### src/rtl/pe_array_sequencer_pkg.sv
// pe_array_sequencer_pkg: shared FSM encoding, select-field widths and idle code for the PE array sequencer.
`ifndef PE_inst
`define PE_inst 32
`endif
package pe_array_sequencer_pkg;
  typedef enum logic [1:0] {IDLE, LOAD, RUN, DONE} state_t;
  localparam int ROW_W = 2;
  localparam int SLOT_W = 3;
  localparam int SEL_W = ROW_W + SLOT_W;
  localparam int CFG_W_DEF = `PE_inst;
  localparam logic [SLOT_W-1:0] IDLE_SLOT = 3'b111;
  localparam logic [SEL_W-1:0] IDLE_SEL = {2'b00, IDLE_SLOT};
  function automatic logic [SEL_W-1:0] pack_sel(input logic [ROW_W-1:0] row, input logic [SLOT_W-1:0] slot);
    return {row, slot};
  endfunction
endpackage

### src/rtl/pe_array_sequencer_if.sv
// pe_array_sequencer_if: config handshake and PE array init/run/config buses.
interface pe_array_sequencer_if #(parameter int CFG_W = pe_array_sequencer_pkg::CFG_W_DEF);
  import pe_array_sequencer_pkg::*;
  logic cfg_valid;
  logic [CFG_W-1:0] cfg_data;
  logic cfg_ready;
  logic [SEL_W-1:0] init_PE_array;
  logic [SEL_W-1:0] run_PE_array;
  logic [CFG_W-1:0] pe_config;
  modport master (input cfg_valid, cfg_data, output cfg_ready, init_PE_array, run_PE_array, pe_config);
  modport slave (output cfg_valid, cfg_data, input cfg_ready, init_PE_array, run_PE_array, pe_config);
endinterface

### src/rtl/pe_array_sequencer_slot_walker.sv
// pe_array_sequencer_slot_walker: row-major row/slot counter with enable, clear and last-slot flag.
module pe_array_sequencer_slot_walker
  import pe_array_sequencer_pkg::*;
#(
  parameter int ROWS = 4,
  parameter int SLOTS = 4
) (
  input  logic clk,
  input  logic rst,
  input  logic clr,
  input  logic en,
  output logic [ROW_W-1:0] row,
  output logic [SLOT_W-1:0] slot,
  output logic last
);
  logic row_end, slot_end;
  assign slot_end = slot == SLOT_W'(SLOTS - 1);
  assign row_end = row == ROW_W'(ROWS - 1);
  assign last = row_end && slot_end;
  always_ff @(posedge clk or posedge rst)
    if (rst) begin
      row <= '0;
      slot <= '0;
    end else if (clr) begin
      row <= '0;
      slot <= '0;
    end else if (en) begin
      slot <= slot_end ? '0 : slot + 1'b1;
      row <= slot_end ? (row_end ? '0 : row + 1'b1) : row;
    end
endmodule

### src/rtl/pe_array_sequencer.sv
// pe_array_sequencer: loads ROWS*SLOTS config words then sweeps run strobes; PE_CTRL_PERF_EN adds run_cycles.
module pe_array_sequencer
  import pe_array_sequencer_pkg::*;
#(
  parameter int ROWS = 4,
  parameter int SLOTS = 4,
  parameter int CFG_W = CFG_W_DEF,
  parameter int ITER_W = 16
) (
  input  logic clk,
  input  logic rst,
  input  logic start,
  input  logic abort,
  input  logic [ITER_W-1:0] iter_count,
  input  logic stall,
  output logic busy,
  output logic done,
`ifdef PE_CTRL_PERF_EN
  output logic [31:0] run_cycles,
`endif
  pe_array_sequencer_if.master bus
);
  state_t state;
  logic [ITER_W-1:0] iter_cnt, iter;
  logic accept, run_en, load_last, run_last;
  logic [ROW_W-1:0] load_row, run_row;
  logic [SLOT_W-1:0] load_slot, run_slot;
  assign accept = state == LOAD && bus.cfg_valid && bus.cfg_ready && !abort;
  assign run_en = state == RUN && !stall && !abort;
  pe_array_sequencer_slot_walker #(.ROWS(ROWS), .SLOTS(SLOTS)) u_load (
    .clk(clk), .rst(rst), .clr(abort || state == IDLE), .en(accept),
    .row(load_row), .slot(load_slot), .last(load_last)
  );
  pe_array_sequencer_slot_walker #(.ROWS(ROWS), .SLOTS(SLOTS)) u_run (
    .clk(clk), .rst(rst), .clr(abort || state != RUN), .en(run_en),
    .row(run_row), .slot(run_slot), .last(run_last)
  );
  always_ff @(posedge clk or posedge rst)
    if (rst) begin
      state <= IDLE;
      iter_cnt <= '0;
      iter <= '0;
      bus.cfg_ready <= 1'b0;
      bus.init_PE_array <= IDLE_SEL;
      bus.run_PE_array <= IDLE_SEL;
      bus.pe_config <= '0;
      busy <= 1'b0;
      done <= 1'b0;
    end else if (abort) begin
      state <= IDLE;
      iter <= '0;
      bus.cfg_ready <= 1'b0;
      bus.init_PE_array <= IDLE_SEL;
      bus.run_PE_array <= IDLE_SEL;
      busy <= 1'b0;
      done <= 1'b0;
    end else begin
      bus.init_PE_array <= accept ? pack_sel(load_row, load_slot) : IDLE_SEL;
      bus.run_PE_array <= run_en ? pack_sel(run_row, run_slot) : IDLE_SEL;
      if (accept) bus.pe_config <= bus.cfg_data;
      done <= state == DONE;
      unique case (state)
        IDLE: if (start) begin
          state <= LOAD;
          iter_cnt <= iter_count;
          iter <= '0;
          bus.cfg_ready <= !stall;
          busy <= 1'b1;
        end
        LOAD: begin
          bus.cfg_ready <= !stall && !(accept && load_last);
          if (accept && load_last) begin
            state <= iter_cnt == '0 ? DONE : RUN;
            busy <= iter_cnt != '0;
          end
        end
        RUN: if (run_en && run_last) begin
          if (iter + 1'b1 == iter_cnt) begin
            state <= DONE;
            busy <= 1'b0;
          end else iter <= iter + 1'b1;
        end
        DONE: state <= IDLE;
      endcase
    end
`ifdef PE_CTRL_PERF_EN
  // counts every RUN cycle, stalled or not, and holds after completion
  always_ff @(posedge clk or posedge rst)
    if (rst) run_cycles <= '0;
    else if (state == IDLE && start && !abort) run_cycles <= '0;
    else if (state == RUN && run_cycles != '1) run_cycles <= run_cycles + 1'b1;
`endif
endmodule
### src/flat_wrapper.sv
// flat-port wrapper written by rule: the top's interface ports become plain ports
module pe_array_sequencer_flat import pe_array_sequencer_pkg::*;
#(
  parameter int ROWS = 4,
  parameter int SLOTS = 4,
  parameter int CFG_W = CFG_W_DEF,
  parameter int ITER_W = 16
)
  (clk, rst, start, abort, iter_count, stall, busy, done, bus_cfg_valid, bus_cfg_data, bus_cfg_ready, bus_init_PE_array, bus_run_PE_array, bus_pe_config);
  pe_array_sequencer_if #(.CFG_W(CFG_W)) bus_i ();
  input  logic clk;
  input  logic rst;
  input  logic start;
  input  logic abort;
  input  logic [ITER_W-1:0] iter_count;
  input  logic stall;
  output logic busy;
  output logic done;
  input wire logic [$bits(bus_i.cfg_valid)-1:0] bus_cfg_valid;
  input wire logic [$bits(bus_i.cfg_data)-1:0] bus_cfg_data;
  output wire logic [$bits(bus_i.cfg_ready)-1:0] bus_cfg_ready;
  output wire logic [$bits(bus_i.init_PE_array)-1:0] bus_init_PE_array;
  output wire logic [$bits(bus_i.run_PE_array)-1:0] bus_run_PE_array;
  output wire logic [$bits(bus_i.pe_config)-1:0] bus_pe_config;
  assign bus_i.cfg_valid = bus_cfg_valid;
  assign bus_i.cfg_data = bus_cfg_data;
  assign bus_cfg_ready = bus_i.cfg_ready;
  assign bus_init_PE_array = bus_i.init_PE_array;
  assign bus_run_PE_array = bus_i.run_PE_array;
  assign bus_pe_config = bus_i.pe_config;
  pe_array_sequencer #(.ROWS(ROWS), .SLOTS(SLOTS), .CFG_W(CFG_W), .ITER_W(ITER_W)) u_core (.clk(clk), .rst(rst), .start(start), .abort(abort), .iter_count(iter_count), .stall(stall), .busy(busy), .done(done), .bus(bus_i));
endmodule
### config.mk
export PLATFORM = sky130hd
export DESIGN_NAME = pe_array_sequencer_flat
export DESIGN_NICKNAME = d
export VERILOG_FILES = /design/src/rtl/pe_array_sequencer_pkg.sv /design/src/rtl/pe_array_sequencer_if.sv /design/src/rtl/pe_array_sequencer_slot_walker.sv /design/src/rtl/pe_array_sequencer.sv /design/src/flat_wrapper.sv
export SDC_FILE = /design/constraint.sdc
export NUM_CORES = 1
export LEC_CHECK = 0
export BUFFER_PORTS_ARGS = -buffer_cell sky130_fd_sc_hd__buf_2
export CORE_MARGIN = 2
export CORE_UTILIZATION = 57
export CTS_BUF_LIST = sky130_fd_sc_hd__clkbuf_4 sky130_fd_sc_hd__clkbuf_8
export DETAILED_ROUTE_END_ITERATION = 8
export PLACE_DENSITY_LB_ADDON = 0.05
export SYNTH_ARGS = -nofsm -noshare
export SYNTH_HDL_FRONTEND = slang
export SYNTH_SLANG_ARGS = --single-unit
### constraint.sdc
create_clock -name clk -period 3.4 [get_ports clk]
set_input_delay 0.68 -clock clk [delete_from_list [all_inputs] [get_ports clk]]
set_output_delay 0.68 -clock clk [all_outputs]
set_load 0.005 [all_outputs]
# == Word-level counts from Yosys, hierarchy flattened ==
# Cells that the tools add are included.
# op_classes
reduce_logical,33
add_sub_neg,5
n_mux,40
n_eq_ne,14
n_bitwise,1
# op_table
op,n
16-bit 2-to-1 mux,4
16-bit one-hot mux with 2 select lines,1
2-bit 2-to-1 mux,13
5-bit 2-to-1 mux,4
3-bit 2-to-1 mux,6
"16-bit by 1-bit adder with 16-bit output, second input constant",1
16-bit == test,1
16-bit zero test,1
16-bit nonzero test,1
"3-bit inequality test, second input constant",5
1-bit logical AND,10
1-bit 2-to-1 mux,9
"2-bit == test, second input constant",4
2-bit one-hot mux with 4 select lines,1
2-bit AND reduction,4
4-bit AND reduction,2
2-bit nonzero test,4
"3-bit by 1-bit adder with 3-bit output, second input constant",2
"3-bit by 2-bit == test with 1-bit output, second input constant",2
3-bit nonzero test,2
5-bit AND reduction,1
"2-bit by 1-bit adder with 2-bit output, second input constant",2
4-bit nonzero test,1
1-bit zero test,3
other kinds (8),9
# totals
elab_cells,106
out_inout_bits,45
reg_bits,89
input_bits,54

# == Depth between registers and ports, before layout ==
# Gate-level depths: netlist of run 1.
# depth
ltp_word,9
depth_mapped,12
depth_no_buf,10

# == By module ==
# From an unflattened synthesis of run 1, not the netlist that was laid out.
# unflattened
cells_unflattened,470
hier_area_um2,4448.0
# by_module_without_submodules
module,cells_per_inst,n_inst,area_per_inst_um2,seq_area_each_um2
pe_array_sequencer,426,1,3967.6,1984.4
pe_array_sequencer_slot_walker,22,2,240.2,125.1

# == Least setup slack after synthesis of run 1 ==
# Ideal clock, no wire load.
# synth_path
path_type,register -> register
start,register u_core.iter[0]
end,register u_core.iter[1]
path_stages_with_launch,11
synth_period_minus_slack_ns,2.490
t_arrival_ns,2.408
required_time_ns,3.318
slack_ns,0.910
setup_ns,0.082
path_buffers,2
path_cell_list,dfrtp_1 buf_2 nand3_4 or4_4 xnor2_2 nor4b_1 nand4b_2 nor2_2 buf_4 a21oi_1 o22ai_1
# synth_between
elab_chain_len,5
word_cells_on_any_way,8
cone_classes,add/sub: 1; eq/ne: 2; mux: 4; reduce/logical: 1
# synth_rtl
element,line,source
"start, declared",pe_array_sequencer.sv:24,"logic [ITER_W-1:0] iter_cnt, iter;"
"start signal, assigned",pe_array_sequencer.sv:81,end else iter <= iter + 1'b1;
16-bit by 1-bit adder with 16-bit output (*),"pe_array_sequencer.sv:78, pe_array_sequencer.sv:81",
"parallel branches: the longest is 4 deep, another holds 16-bit == test",n/a,
# Mark *: on every way between the ends. The select of a mux whose other input is x is not followed.
# A chain may end at the register's enable or synchronous reset.

# == Worst setup path after layout of run 1 ==
# layout_path
start,register u_core.iter[0]
end,register u_core.iter[11]
# Same word-level chain as after synthesis.

==> metrics.cfg, run 1 <==
[status]
status=finished, final reports clean

[clocking]
clockRootBuffer=clkbuf_8
clk_path_buf_depth=2
numClockSinks=89
ctsHoldBuffers=0
h-tree-depth=3
clkTransAtPathRegs_ns=0.10
cts_tree=built
clock_latency_ns=0.36
numCtsBuffers=9

[power_and_ir_drop]
totalPowerFinal_uw=3340
combPwrFrac=0.320
intPower_uw=2150
netSwitchingPower_uw=1180
switching_share=0.355
p_per_area_nw_per_um2=612
seq_power_share=0.447
clkPwrFrac=0.233
max-vdd-ir-drop_mv=0.313
p_leak_uw=0.00265

[synthesis]
synth_top_area_share=0.441
syn_area_um2=4700
syn_inst=504
synth.most_common_cell=nand2_1
ys_top_cells_by_area=dfrtp_1, nand2_1, mux2_2
synth_nets=568
ys_async_sr_fraction=1.00
ys_types=61
ys_seq_elements=89
synth_seq_area_share=0.475
yosysTopAreaCell=dfrtp_1
synth-main-ff-cell=dfrtp_1
postSynthAreaPerCell_um2=9.33
synth_warnings=0
synth_edf_count=0
synth_common_cells=nand2_1, dfrtp_1, nor2_1

[timing]
holdWs_ns=0.422
slew_violations=0
tightest_slew_ns=1.26
setup_viol=0
finalHoldViolCount=0
fin_setup_tns_ns=0
rsz0062_at_grt=no
skew_ns=0.0157
period_share=0.912
relSlewSlack=0.160
clock.fmax_mhz=322
finalWorstPathRequiredPeriod_ns=3.10

[cells_and_area]
layout.nets=651
drive_gt1_frac=0.272
fin_util=0.674
antenna_cells=0
syn2layout_area_growth_pct=16.0

[global_routing]
gr-total-overflow=0
antenna_found_initial=0
grt_max_degree=47
track_usage=0.253
grt_pass1_vias=3758
grt_pass1_wl_mm=17.9

[worst_setup_path]
critical_path_arrival_ns=3.39
cp_cell_sequence=ha_1, nand4_1, nor2_2, nand4_1, xnor2_1, o211ai_1, nor2_2, buf_4, or4b_1, nand3_1
critPathMaxFanout=8
crit_start=u_core.iter[0]$_DFFE_PP0P_
crit_required_ns=3.69
timing.rr.start=u_core.iter[0]$_DFFE_PP0P_
rrSetupSlack_ns=0.30
crit_end=u_core.iter[11]$_DFFE_PP0P_
r2r_cells=10
startpoint_type=flip-flop
slowest_stage=dfrtp_1
critical_path.max_stage_delay_ns=0.56
endpoint_kind=flip-flop
crit_type=reg -> reg
worstReg2RegEnd=u_core.iter[11]$_DFFE_PP0P_

[route]
routed_wl_mm=10.7
wl_per_cell_um=15.4
firstDrtPassIters=5
viasPerCell=5.71
dr.first_iter.drc_count=261
drc=0
drtAntennaViolNets=0
vias=3977

[placed_design]
port_buffers=98
gp_congestion=0.906
dpl.hpwl_mm=7.54

[flow_run]
cap_violations=0

[die]
core_area_um2=8090
rows=33
initial_core_util=0.581
io_pins=99
die-area_um2=9000
die_x_um=94.9
die_h_um=94.9

[worst_hold_path]
hp-class=in -> async

[layout make-up]
| class | count | area, µm² |
|---|---|---|
| tap | 105 | 131 |
| multi-input combinational | 364 | 2250 |
| clock inverter | 6 | 75.1 |
| inverter | 18 | 68.8 |
| clock buffer | 10 | 138 |
| fill | 666 | 2640 |
| sequential | 89 | 2230 |
| timing repair buffer | 105 | 556 |
[metal layers]
| layer | global-route usage | vias to the layer above | share of wire |
|---|---|---|---|
| met5 | 0 | - | 0 |
| met4 | 0.0737 | 0 | 0.013 |
| li1 | - | 1912 | - |
| met2 | 0.384 | 167 | 0.46 |
| met1 | 0.355 | 1881 | 0.44 |
| met3 | 0.0734 | 17 | 0.081 |
[per-stage QoR]
step,cell area [µm²],cells,setup WS (ns)
3_5_place_dp,5240,681,0.291
3_3_place_gp,5240,681,0.515
2_1_floorplan,4700,504,0.423
6_report,5460,697,0.299
5_1_grt,5460,697,0.0892
4_1_cts,5450,697,0.246
[kinds of logic after synthesis]
group,after synthesis,share of synthesized area
adder cells (fa/ha/maj),10,0.0266
flip-flops,89,0.475
XOR/XNOR,19,0.0402
AND/OR/NAND/NOR,242,0.257
AO/OA/AOI/OAI,69,0.0992
buffers and inverters,51,0.0465
multiplexers,24,0.0553
[registers in the layout, indices dropped and copies added, names as in the netlist, 2 cells and up]
register                  cells
u_core.state                  2
u_core.iter_cnt              16
u_core.u_run.slot             3
u_core.u_run.row              2
u_core.u_load.row             2
u_core.iter                  16
u_core.u_load.slot            3
u_core.bus.pe_config         32
u_core.bus.init_PE_array      5
u_core.bus.run_PE_array       5
[how the worst min path moves through the flow]
| stage | start | to |
|---|---|---|
| floorplan | u_core.u_load.slot[2]$_DFFE_PP0P_ | u_core.bus.init_PE_array[2]$_DFF_PP1_ |
| global placement | u_core.bus.pe_config[31]$_DFFE_PP0P_ | u_core.bus.pe_config[31]$_DFFE_PP0P_ |
| detailed placement | u_core.u_load.slot[2]$_DFFE_PP0P_ | u_core.bus.init_PE_array[2]$_DFF_PP1_ |
| CTS | rst | u_core.bus.pe_config[11]$_DFFE_PP0P_ |
| global route | rst | u_core.bus.pe_config[9]$_DFFE_PP0P_ |
| finish | rst | u_core.bus.pe_config[9]$_DFFE_PP0P_ |
[cell usage in the layout, fill, tap and decap left out, types with 2 or more instances in the layout]
cell	count
clkbuf_8	10
o31ai_1	2
or4_1	2
a21o_1	4
o311ai_0	3
and3_1	2
inv_1	16
nand2b_1	3
nor2b_1	3
o211ai_1	12
nand4_1	8
or2_2	4
a21oi_1	13
ha_1	10
nand4b_1	3
nand3_1	11
mux2i_1	8
dfstp_2	6
nor3_1	4
nor4_1	11
nor4b_1	4
o22ai_1	3
dfrtp_1	83
a22oi_1	9
xor2_1	4
and2_1	2
nand4_2	2
a31oi_1	4
xnor2_1	13
mux2_2	16
nor2_1	31
buf_4	6
nand2_1	125
o21ai_0	10
nor3b_1	6
clkinv_4	2
nor2_2	2
a211oi_1	3
or3_1	6
buf_2	98
[power by group through the flow]
| stage | Clock (µW) | Sequential [µW] | Combinational, µW |
|---|---|---|---|
| 2_1_floorplan | 0 | 1460 | 761 |
| 3_3_place_gp | 0 | 1500 | 1040 |
| 3_5_place_dp | 0 | 1510 | 1070 |
| 4_1_cts | 792 | 1490 | 1070 |
| 5_1_grt | 839 | 1530 | 1200 |
| 6_report | 777 | 1490 | 1070 |
[timing repair]
item / 4_1_cts / 5_1_grt
endpoints found under the setup margin: 0 / 2
resized for setup: 0 / 1
setup buffers: 0 / 0
[critical path, delay by kind of cell (launching register included)]
kind | cells | cell delay, ns
xor gates and xnor gates | 1 | 0.21
buffers and inverters | 1 | 0.17
DFF | 1 | 0.56
AOI/OAI and AO/OA | 1 | 0.36
and+or+nand+nor | 6 | 1.34
adders and majority gates | 1 | 0.38
Power figures use the tool's default switching activity.
==> inputs of run 2 (changes only) <==
--- a/config.mk
+++ b/config.mk
@@ -6,8 +6,10 @@
 export NUM_CORES = 1
 export LEC_CHECK = 0
 export BUFFER_PORTS_ARGS = -buffer_cell sky130_fd_sc_hd__buf_2
+export CELL_PAD_IN_SITES_DETAIL_PLACEMENT = 1
+export CELL_PAD_IN_SITES_GLOBAL_PLACEMENT = 2
 export CORE_MARGIN = 2
-export CORE_UTILIZATION = 57
+export CORE_UTILIZATION = 34
 export CTS_BUF_LIST = sky130_fd_sc_hd__clkbuf_4 sky130_fd_sc_hd__clkbuf_8
 export DETAILED_ROUTE_END_ITERATION = 8
 export PLACE_DENSITY_LB_ADDON = 0.05
==> run 2 against run 1 <==
Clock-buffer cell count increased by 2. Highest routed layer is now met5. Sequential cell count unchanged. Power is 2.0% higher. Critical path type unchanged. Fmax up 3.2%. Cell area is 1.9% higher.
==> metrics.cfg, run 2 (synthesized netlist as in run 1, its figures left out) <==
[status]
status=finished, final reports clean

[route]
viasPerCell=5.15
wl_per_cell_um=16.9
drtAntennaViolNets=0
dr.first_iter.drc_count=157
drc=0
vias=3969
firstDrtPassIters=4
routed_wl_mm=13.0

[clocking]
h-tree-depth=3
clk_path_buf_depth=2
clkTransAtPathRegs_ns=0.10
ctsHoldBuffers=0
cts_tree=built
clock_latency_ns=0.38
numClockSinks=89
ctsResizeCount=0
post-cts-setup-buffers=0
clockRootBuffer=clkbuf_8
numCtsBuffers=9

[flow_run]
cap_violations=0

[timing]
relSlewSlack=0.430
skew_ns=0.0101
holdWs_ns=0.424
finalWorstPathRequiredPeriod_ns=3.01
slew_violations=0
period_share=0.884
rsz0062_at_grt=no
tightest_slew_ns=0.855
fin_setup_tns_ns=0
clock.fmax_mhz=333
finalHoldViolCount=0
setup_viol=0

[die]
core_area_um2=13400
rows=42
die-area_um2=14800
die_x_um=122
initial_core_util=0.351
io_pins=99
die_h_um=122

[worst_setup_path]
critical_path.max_stage_delay_ns=0.54
crit_required_ns=3.71
startpoint_type=flip-flop
endpoint_kind=flip-flop
critPathMaxFanout=8
critical_path_buf_inv_count=1
cp_cell_sequence=ha_1, nand4_1, nor2_1, nand4_1, xnor2_1, o211ai_1, nor2_2, buf_4, or4b_1, nand3_1
worst_path_most_repeated_cell=nand4_1
crit_type=reg -> reg
critical_path_arrival_ns=3.32
slowest_stage=dfrtp_1
path_delay_family=simple AND/OR/NAND/NOR gates

[global_routing]
grt_max_degree=48
antenna_found_initial=1
gr-total-overflow=0
track_usage=0.187
grt_pass1_vias=4237
grt_pass1_wl_mm=21.8

[placed_design]
gp_congestion=0.804
port_buffers=98
dpl.hpwl_mm=9.34

[cells_and_area]
syn2layout_area_growth_pct=18.2
top_register=u_core.bus.pe_config
layout_common_cells=nand2_1, buf_2, dfrtp_1
drive_gt1_frac=0.274
antenna_cells=0
mostFrequentLayoutCell=nand2_1
layout.nets=654
reg.largest.list=u_core.bus.pe_config: 32 flops, u_core.iter: 16 flops, u_core.iter_cnt: 16 flops
largest_reg_flops=32

[worst_hold_path]
hp-class=in -> async

[power_and_ir_drop]
p_leak_uw=0.00266
max-vdd-ir-drop_mv=0.197
p_per_area_nw_per_um2=612

## run 2: cell types whose count changed in the layout (fill, tap and decap cells not counted)
cell and delta:
inv_8 -1, nor2_2 -1, nor2_1 +1, clkinv_2 +1, buf_4 +3, clkbuf_8 +1
clkinv_4 -2, clkbuf_4 +1
## run 2: where the power goes
part | switching, µW | internal (µW)
clock network | 417 | 390
registers | 220 | 1280
logic | 588 | 507
total | 1220 | 2180
## run 2: final timing paths
check	from	to	slack (ns)	cells after the start
hold reg to reg	u_core.bus.pe_config[15]$_DFFE_PP0P_	u_core.bus.pe_config[15]$_DFFE_PP0P_	0.47	2
min in group clk	u_core.bus.pe_config[15]$_DFFE_PP0P_	u_core.bus.pe_config[15]$_DFFE_PP0P_	0.47	2
hold / removal	rst	u_core.bus.pe_config[7]$_DFFE_PP0P_	0.42	2
setup reg to reg	u_core.iter[0]$_DFFE_PP0P_	u_core.iter[11]$_DFFE_PP0P_	0.39	10
setup / recovery	u_core.iter[0]$_DFFE_PP0P_	u_core.iter[11]$_DFFE_PP0P_	0.39	10
max in group asynchronous	rst	u_core.bus.run_PE_array[1]$_DFF_PP1_	2.20	3
## run 2: per-layer routing
metal / vias up / track usage / wire length (µm)
li1: 1909 / - / -
met1: 1959 / 0.257 / 6110
met2: 84 / 0.289 / 5930
met3: 15 / 0.0520 / 788
met4: 2 / 0.0582 / 168
met5: - / 0 / 16
## run 2: per-stage QoR
step | std cells | total power [µW] | utilization | instance area, µm² | setup WS, ns
CTS | 771 | 3460 | 0.415 | 5560 | 0.354
global route | 771 | 3660 | 0.415 | 5560 | 0.0578
detailed placement | 755 | 2630 | 0.399 | 5350 | 0.392
floorplan | 504 | 2220 | - | 4700 | 0.423
finish | 771 | 3410 | 0.415 | 5560 | 0.395
global placement | 755 | 2600 | 0.399 | 5350 | 0.523
## run 2: worst reg2reg max path, stage by stage (launching register included)
cell	delay, ns
dfrtp_1	0.54
ha_1	0.36
nand4_1	0.15
nor2_1	0.34
nand4_1	0.26
xnor2_1	0.21
o211ai_1	0.24
nor2_2	0.08
buf_4	0.17
or4b_1	0.50
nand3_1	0.09
## run 2: layout make-up
type	count	area, µm²
clock buffers	12	159
fillers	1596	7840
repair buffers	108	578
clock inverters	4	51.3
flip-flops and latches	89	2230
multi-input cells	364	2250
well taps	176	220
inverters	18	68.8
==> inputs of run 3 (changes only) <==
--- a/config.mk
+++ b/config.mk
@@ -9,7 +9,7 @@
 export CELL_PAD_IN_SITES_DETAIL_PLACEMENT = 1
 export CELL_PAD_IN_SITES_GLOBAL_PLACEMENT = 2
 export CORE_MARGIN = 2
-export CORE_UTILIZATION = 34
+export CORE_UTILIZATION = 31
 export CTS_BUF_LIST = sky130_fd_sc_hd__clkbuf_4 sky130_fd_sc_hd__clkbuf_8
 export DETAILED_ROUTE_END_ITERATION = 8
 export PLACE_DENSITY_LB_ADDON = 0.05
==> constraint.sdc (replaced) <==
create_clock -name clk -period 2.55 [get_ports clk]
set_input_delay 0.51 -clock clk [delete_from_list [all_inputs] [get_ports clk]]
set_output_delay 0.51 -clock clk [all_outputs]
set_load 0.005 [all_outputs]
==> run 3 against run 2 <==
The run now ends with negative setup slack left. Clock power up 44%. Sequential cell count unchanged. Core utilization down 0.59 points. Non-clock buffer count up 49. Cell count up 7.9%. Clock-buffer cell count unchanged. Worst setup slack worse by 0.46 ns.
==> metrics.cfg, run 3 (synthesized netlist as in run 1, its figures left out) <==
[status]
status=finished with violations
violations=negative setup slack

[cells_and_area]
top_register=u_core.bus.pe_config
antenna_cells=0
reg.largest.list=u_core.bus.pe_config: 32 flops, u_core.iter: 16 flops, u_core.iter_cnt: 16 flops
layout_common_cells=nand2_1, buf_2, dfrtp_1
fillerInstances=1731
syn2layout_area_growth_pct=30.8
largest_reg_flops=32
drive_gt1_frac=0.362
mostFrequentLayoutCell=nand2_1
layout.nets=703

[route]
routed_wl_mm=14.3
drtAntennaViolNets=0
wl_per_cell_um=17.2
drc=0
firstDrtPassIters=4
vias=4155
dr.first_iter.drc_count=163
viasPerCell=4.99

[worst_setup_path]
cp_cell_sequence=buf_6, ha_4, nand4_1, or3b_4, xnor2_4, nor2_2, o2111ai_2, nand4bb_4, buf_6, a21o_1, a221oi_2
timing.rr.start=u_core.iter[1]$_DFFE_PP0P_
rrSetupSlack_ns=-0.06
worst_path_most_repeated_cell=buf_6
worstReg2RegEnd=u_core.state[0]$_DFFE_PP0P_
critical_path_arrival_ns=2.91
crit_type=reg -> reg
critical_path.max_stage_delay_ns=0.50
startpoint_type=flip-flop
r2r_cells=11
endpoint_kind=flip-flop
crit_required_ns=2.85
critPathMaxFanout=9
slowest_stage=or3b_4

[timing]
finalHoldViolCount=0
tightest_slew_ns=0.643
period_share=1.02
setup_viol=10
rsz0062_at_grt=yes
skew_ns=0.0138
finalWorstPathRequiredPeriod_ns=2.61
clock.fmax_mhz=383
relSlewSlack=0.571
slew_violations=0
setup_ws_ns=-0.0623
holdWs_ns=0.235

[clocking]
cts_tree=built
clkTransAtPathRegs_ns=0.10
clock_latency_ns=0.38
clockRootBuffer=clkbuf_8
h-tree-depth=3
numCtsBuffers=9
numClockSinks=89
clk_path_buf_depth=2
ctsHoldBuffers=0

[placed_design]
gp_congestion=0.802
port_buffers=98
dpl.hpwl_mm=10.3

[power_and_ir_drop]
totalPowerFinal_uw=4840
p_leak_uw=0.00296
max-vdd-ir-drop_mv=0.324
p_per_area_nw_per_um2=786

[global_routing]
gr-total-overflow=0
grt_max_degree=90
grt_pass1_wl_mm=23.3
grt_pass1_vias=4379
antenna_found_initial=1
track_usage=0.184

[die]
die_h_um=127
die-area_um2=16200
die_x_um=127
io_pins=99
rows=45
core_area_um2=15000
initial_core_util=0.313

[flow_run]
cap_violations=0

[worst_hold_path]
hp-class=in -> async

run 3: changes by cell type in the layout (fill, tap and decap cells not counted), moves of 2 or more:
| cell | before | now |
|---|---|---|
| buf_6 | 0 | 8 |
| clkinvlp_4 | 1 | 3 |
| nor2_1 | 32 | 30 |
| dfrtp_1 | 83 | 81 |
| o21ai_0 | 10 | 6 |
| xnor2_1 | 13 | 11 |
| nor2_4 | 1 | 3 |
| dfrtp_2 | 0 | 2 |
| o21ai_1 | 1 | 5 |
| clkinv_2 | 2 | 0 |
| buf_4 | 9 | 50 |
run 3: cell type report:
| type | instances | area [µm²] | area share |
|---|---|---|---|
| Clock buffer | 12 | 159 | 0.0258 |
| Clock inverter | 4 | 75.1 | 0.0122 |
| Inverter | 18 | 71.3 | 0.0116 |
| Multi-Input combinational cell | 364 | 2400 | 0.390 |
| Sequential cell | 89 | 2240 | 0.364 |
| Tap cell | 188 | 235 | 0.0382 |
| Timing Repair Buffer | 157 | 976 | 0.159 |
run 3: worst max path at each step:
| stage | startpoint | to | slack, ns | cells past startpoint |
|---|---|---|---|---|
| global placement | u_core.iter[0]$_DFFE_PP0P_ | u_core.iter[11]$_DFFE_PP0P_ | -0.15 | 10 |
| global route | u_core.iter[1]$_DFFE_PP0P_ | u_core.state[0]$_DFFE_PP0P_ | -0.15 | 11 |
| detailed placement | u_core.iter[8]$_DFFE_PP0P_ | u_core.iter[11]$_DFFE_PP0P_ | -0.22 | 10 |
| CTS | u_core.iter[2]$_DFFE_PP0P_ | u_core.iter[11]$_DFFE_PP0P_ | -0.01 | 10 |
| floorplan | u_core.iter[0]$_DFFE_PP0P_ | u_core.iter[1]$_DFFE_PP0P_ | 0.06 | 10 |
| finish | u_core.iter[1]$_DFFE_PP0P_ | u_core.state[0]$_DFFE_PP0P_ | -0.06 | 11 |
run 3: repair_timing:
item / CTS / global route
endpoints found under the setup margin: 19 / 19
gates resized for setup: 13 / 26
buffers inserted: 5 / 5
pin swaps: 7 / 20
run 3: metrics by stage:
| step | instances | setup TNS (ns) | setup slack, ns | utilization | instance area, µm² |
|---|---|---|---|---|---|
| 4_1_cts | 827 | -0.0119 | -0.0119 | 0.398 | 5990 |
| 6_report | 832 | -0.177 | -0.0623 | 0.409 | 6150 |
| 5_1_grt | 832 | -1.84 | -0.150 | 0.409 | 6150 |
| 3_3_place_gp | 806 | -1.44 | -0.154 | 0.377 | 5660 |
| 3_5_place_dp | 806 | -2.24 | -0.217 | 0.377 | 5660 |
| 2_1_floorplan | 504 | 0 | 0.0600 | - | 4710 |
run 3: critical path, delay by kind of cell, from the launching register on:
family | cells | cell delay [ns]
DFF | 1 | 0.39
xor gates and xnor gates | 1 | 0.16
and+or+nand+nor | 4 | 1.06
AOI/OAI and AO/OA | 3 | 0.48
buffers and inverters | 2 | 0.27
adders and majority gates | 1 | 0.15
run 3: layer usage:
metal	track usage	share of wire	wire length, µm	vias to the layer above
met3	0.0494	0.055	789	15
met4	0.0588	0.015	208	2
met2	0.295	0.47	6710	90
li1	-	-	-	2003
met5	0	0.0010	15	-
met1	0.244	0.46	6590	2045
run 3: power by group:
| part | internal, µW | leakage [µW] | switching (µW) |
|---|---|---|---|
| logic | 789 | 0.00168 | 891 |
| clock network | 617 | 0.000112 | 547 |
| registers | 1710 | 0.00116 | 281 |
